**src/rtl/base_obs_pkg.sv**
```systemverilog
// Shared definitions for the observation-group selector and its capture-side decoder.
// Both sides size the group index with the same rule so their encodings always match.
package base_obs_pkg;

    localparam int OBS_GROUPS_MIN = 2;

    function automatic int obs_selw(input int groups);
        return (groups <= OBS_GROUPS_MIN) ? 1 : $clog2(groups);
    endfunction

    function automatic int obs_grp_next(input int grp, input int groups);
        return (grp == groups - 1) ? 0 : grp + 1;
    endfunction

endpackage

```
**src/rtl/base_obs_dwell_cnt.sv**
```systemverilog
// Group sequencer: dwell counter, auto-rotation of the current group and the
// "first sample of this dwell" flag used for sticky restart and frame marking.
module base_obs_dwell_cnt
    import base_obs_pkg::*;
#(
    parameter int groups = 4,
    parameter int cntw   = 8,
    parameter int selw   = 2
) (
    input  logic            clk,
    input  logic            reset,
    input  logic            cfg_en,
    input  logic            cfg_auto,
    input  logic [selw-1:0] cfg_sel,
    input  logic [cntw-1:0] cfg_dwell,
    output logic [selw-1:0] grp,
    output logic            first
);

    logic [cntw-1:0] cnt;

    // A lowered dwell below the running count is not guarded: cnt wraps before advancing.
    always_ff @(posedge clk) begin
        if (reset || !cfg_en) begin
            grp   <= '0;
            cnt   <= '0;
            first <= 1'b1;
        end else if (cfg_auto) begin
            if (cnt == cfg_dwell) begin
                grp   <= selw'(obs_grp_next(int'(grp), groups));
                cnt   <= '0;
                first <= 1'b1;
            end else begin
                cnt   <= cnt + cntw'(1);
                first <= 1'b0;
            end
        end else begin
            grp   <= cfg_sel;
            cnt   <= '0;
            first <= (cfg_sel != grp);
        end
    end

endmodule

```
**src/rtl/base_obs_select.sv**
```systemverilog
// Picks one w-bit group of the debug bus per cycle (manual or auto-rotating, with
// optional sticky OR over a dwell) and tags it with group number and frame marker.
module base_obs_select
    import base_obs_pkg::*;
#(
    parameter int   w      = 2,
    parameter int   groups = 4,
    parameter int   cntw   = 8,
    localparam int  selw   = obs_selw(groups)
) (
    input  logic                  clk,
    input  logic                  reset,
    input  logic [groups*w-1:0]   din,
    input  logic                  cfg_en,
    input  logic                  cfg_auto,
    input  logic                  cfg_sticky,
    input  logic [selw-1:0]       cfg_sel,
    input  logic [cntw-1:0]       cfg_dwell,
    output logic [w-1:0]          dout,
    output logic [selw-1:0]       dout_grp,
    output logic                  dout_frame
);

    logic [selw-1:0] grp;
    logic            first;
    logic [w-1:0]    sel;

    base_obs_dwell_cnt #(
        .groups (groups),
        .cntw   (cntw),
        .selw   (selw)
    ) u_dwell (
        .clk       (clk),
        .reset     (reset),
        .cfg_en    (cfg_en),
        .cfg_auto  (cfg_auto),
        .cfg_sel   (cfg_sel),
        .cfg_dwell (cfg_dwell),
        .grp       (grp),
        .first     (first)
    );

    // Group 0 occupies the most-significant w bits of din; an out-of-range index reads zero.
    always_comb begin
        sel = '0;
        for (int g = 0; g < groups; g++) begin
            if (int'(grp) == g) begin
                sel = din[(groups-1-g)*w +: w];
            end
        end
    end

    always_ff @(posedge clk) begin
        if (reset || !cfg_en) begin
            dout       <= '0;
            dout_grp   <= '0;
            dout_frame <= 1'b0;
        end else begin
            dout       <= (cfg_sticky && !first) ? (dout | sel) : sel;
            dout_grp   <= grp;
            dout_frame <= cfg_auto && first && (grp == '0);
        end
    end

endmodule

```
**config.mk**
```make
export PLATFORM = sky130hd
export DESIGN_NAME = base_obs_select
export DESIGN_NICKNAME = d
export VERILOG_FILES = /design/src/rtl/base_obs_pkg.sv /design/src/rtl/base_obs_dwell_cnt.sv /design/src/rtl/base_obs_select.sv
export SDC_FILE = /design/constraint.sdc
export NUM_CORES = 1
export LEC_CHECK = 0
export ABC_AREA = 1
export BUFFER_PORTS_ARGS = -buffer_cell sky130_fd_sc_hd__buf_2
export CORE_UTILIZATION = 53
export DETAILED_ROUTE_END_ITERATION = 6
export PLACE_DENSITY = 0.92
export SYNTH_ARGS = -nofsm -noshare
export SYNTH_HDL_FRONTEND = slang
export SYNTH_SLANG_ARGS = --single-unit
```
**constraint.sdc**
```tcl
create_clock -name clk -period 4.3 [get_ports clk]
set_clock_uncertainty 0.2 [all_clocks]
set_input_delay 0.86 -clock clk [delete_from_list [all_inputs] [get_ports clk]]
set_output_delay 0.86 -clock clk [all_outputs]
set_load 0.05 [all_outputs]
```
==> Implementation_results.wiki <==
{| class="wikitable"
! Metric !! Value
|-
| Run status || completed
|-
| Standby leakage power || 0.545 nW
|-
| Count of TritonRoute iterations in the first routing pass || 6
|-
| Global route overflow || 0
|-
| First DRT Iteration DRCs || 32
|-
| Number of warnings issued by yosys || 0
|-
| Seq pwr share || 52.5%
|-
| Final core occ || 71.1%
|-
| Clock root buffer || clkbuf_4
|-
| IO buf count || 27
|-
| Critical path buffers and inverters || 1
|-
| Net count, final || 190
|-
| Final hold violation count || 0
|-
| Clock latency on the worst-skew pair || 0.27 ns
|-
| Top Ports || 28
|-
| Overall die height || 43.9 µm
|-
| Clock tree from TritonCTS || done
|-
| Buffer depth of the longest clock path || 2
|-
| Dominant combinational cell family by area after synthesis || simple AND/OR/NAND/NOR gates
|-
| Portion of synthesized cell area occupied by the leading cell type || 34.5%
|-
| Endpoints failing setup || 0
|-
| Critical path, cell by cell || buf_2
|-
| Mux share of post-synthesis cell area || 0%
|-
| Required time reported for the critical path endpoint || 3.24 ns
|-
| Share of total power in combinational logic || 14.9%
|-
| Slowest Stage Delay on Critical Path || 0.34 ns
|-
| Max_cap viols || 0
|-
| Internal power || 0.000221 W
|-
| Global-route wire length before repair || 2.92 mm
|-
| Hold Buf Count CTS || 0
|-
| Switching Power || 0.0000721 W
|-
| Cell Rows || 14
|-
| Post-synthesis share of cell area spent on full adders, half adders and majority gates || 6.73%
|-
| Total number of vias || 861
|-
| Simple-gate portion of the synthesized area || 33.9%
|-
| Type of the tightest min-delay check || reg2reg
|-
| Total nets after synthesis || 158
|-
| Total power per unit cell area || 261 mW/mm²
|-
| Synth area leaders || dfxtp_1 34%, nand2_1 15%, inv_1 9.7%, ha_1 6.7%, nand3_1 4.3%
|-
| Crit-path leading delay family || flip-flops
|-
| Synth Area in XOR/XNOR || 6.59%
|-
| Placeable core region || 0.00158 mm²
|-
| Worst vdd rail ir drop || 166 µV
|-
| Layout cells sized above 1 || 28.0%
|-
| Number of antenna violations at the first check in global routing || 0
|-
| Filler instances || 121
|-
| Flip-flop and latch count after synthesis || 16
|-
| Number of nets still failing antenna checks after routing || 0
|-
| Unrepaired setup endpoints after global routing || false
|-
| Area Overhead vs Synth || 20.6%
|-
| Final Hold Slack || 0.274 ns
|-
| Fraction of the mapped netlist area in compound gates || 8.21%
|-
| Sink count of the clock tree || 16
|-
| CP Data Arrival Time || 0.87 ns
|-
| Setup total negative slack || 0 ns
|-
| Max Clock Freq || 0.517 GHz
|-
| DRC || 0
|-
| Switch share || 24.6%
|-
| Category of the worst setup path launch point || flip-flop
|-
| Synth unique cells || 21
|-
| Max-slew headroom || 80.1%
|-
| Crit path capture type || output pin
|-
| Final Total Pwr || 0.000293 W
|-
| Post-CTS setup buffer count || 0
|-
| Worst-path clk slew || 0.09 ns
|-
| Relative contribution of the clock network to total power || 32.6%
|-
| Worst Tran Pin Value || 0.298 ns
|-
| Syn Inst Count || 130
|-
| Syn Area/Cell || 7.15 µm²
|-
| Number of slew-limit violations in the final report || 0
|-
| Post-CTS Resized || 0
|-
| CP Max Fanout || 2
|-
| Part of the Yosys area used for sequential elements || 34.5%
|-
| Cts bufs inserted || 3
|-
| Width of the chip || 43.9 µm
|-
| Area leader, netlist || dfxtp_1
|-
| Starting density of the core || 59.0%
|-
| Post-DP HPWL || 1.42 mm
|-
| Die Footprint || 0.00193 mm²
|-
| Antenna Diode Count || 0
|-
| Cell Area, Synth || 930 µm²
|-
| Standard cell with the maximum stage delay on the critical path || dfxtp_1
|-
| Post-route clock period utilization || 45.0%
|-
| WL/cell || 9.62 µm
|-
| Vias/cell || 4.86
|-
| Number of global-route vias before repair || 801
|-
| Sum of routed wire length over all layers || 1.70 mm
|-
| Number of H-tree levels || 1
|-
| Maximum number of pins on one net before global-route repair || 10
|-
| Final critical path time including I/O delays and setup || 1.93 ns
|-
| Final weighted congestion in routability-driven placement || 0.816
|-
| Combined global-route utilization of all metal layers || 20.1%
|-
| Category of the most critical setup path || reg2out
|}
cells by family after synthesis:
group,count (synthesis)
simple gates,65
buf+inv,25
flops,16
compound gates,12
xor+xnor,7
fa+ha+maj,5
sequential cells by signal, indices dropped and copies added (netlist names):
signal / flops
u_dwell.grp: 2
dout_frame: 1
u_dwell.cnt: 8
dout: 2
dout_grp: 2
u_dwell.first: 1
cells in the final DEF, fill, tap and decap left out:
cell       n
clkbuf_8   1
a21oi_1    4
nand2_2    3
ha_1       5
xnor2_1    3
nand2_1   36
inv_2      1
a31oi_1    2
nor3_2     3
o31ai_1    1
o211ai_1   3
dfxtp_1   16
nand3_4    1
inv_1     24
a21oi_2    1
nor2_2     3
nor2_1     9
nor2_4     1
xor2_1     4
buf_2     27
nand3_1    8
clkbuf_4   3
nand3_2    1
o21ai_0    1
cell usage after synthesis (all sizes together):
| cell | instances |
|---|---|
| nor3 | 3 |
| inv | 25 |
| nand2 | 39 |
| a21oi | 5 |
| ha | 5 |
| o211ai | 3 |
| o21ai | 1 |
| a31oi | 2 |
| nand3 | 10 |
| dfxtp | 16 |
| o31ai | 1 |
| xor2 | 4 |
| xnor2 | 3 |
| nor2 | 13 |
layout make-up:
type                    count  area (µm²)  share of cell area [%]
clock buffers               4        36.3                    3.24
inverters                  25        93.8                    8.37
well taps                  16        20.0                    1.79
repair buffers             27         135                    12.1
multi-input cells          89         515                    46.0
flip-flops and latches     16         320                    28.6
stage by stage:
stage          instance area, µm²  instances  setup WS (ns)
2_1_floorplan                 930        130           2.58
3_3_place_gp                 1080        173           2.39
3_5_place_dp                 1080        173           2.36
4_1_cts                      1120        177           2.36
5_1_grt                      1120        177           2.33
6_report                     1120        177           2.37
power groups by stage:
stage,Clock [W],Sequential [W],Combinational (W)
after floorplan,0,0.000163,0.0000205
final,0.0000956,0.000154,0.0000438
after CTS,0.0000967,0.000154,0.0000441
after global routing,0.000102,0.000154,0.0000495
after detailed placement,0,0.000157,0.0000438
after global placement,0,0.000157,0.0000417
worst paths after layout:
path                       start        endpoint  slack, ns  cells past startpoint
hold reg to reg    u_dwell.first      dout_frame       0.27                      2
hold / removal     u_dwell.first      dout_frame       0.27                      2
setup reg to reg  u_dwell.cnt[0]  u_dwell.cnt[6]       2.79                      8
setup / recovery         dout[0]         dout[0]       2.37                      1
layer usage:
layer	global-route usage, %	wire length (µm)	share of wire [%]	vias to the layer above
li1	-	-	-	464
met3	5.42	60	3.5	0
met1	22.8	764	45	376
met5	0	0	0	-
met2	37.0	879	52	21
met4	4.85	0	0	0
No activity file was read; power rests on OpenSTA's default activity.
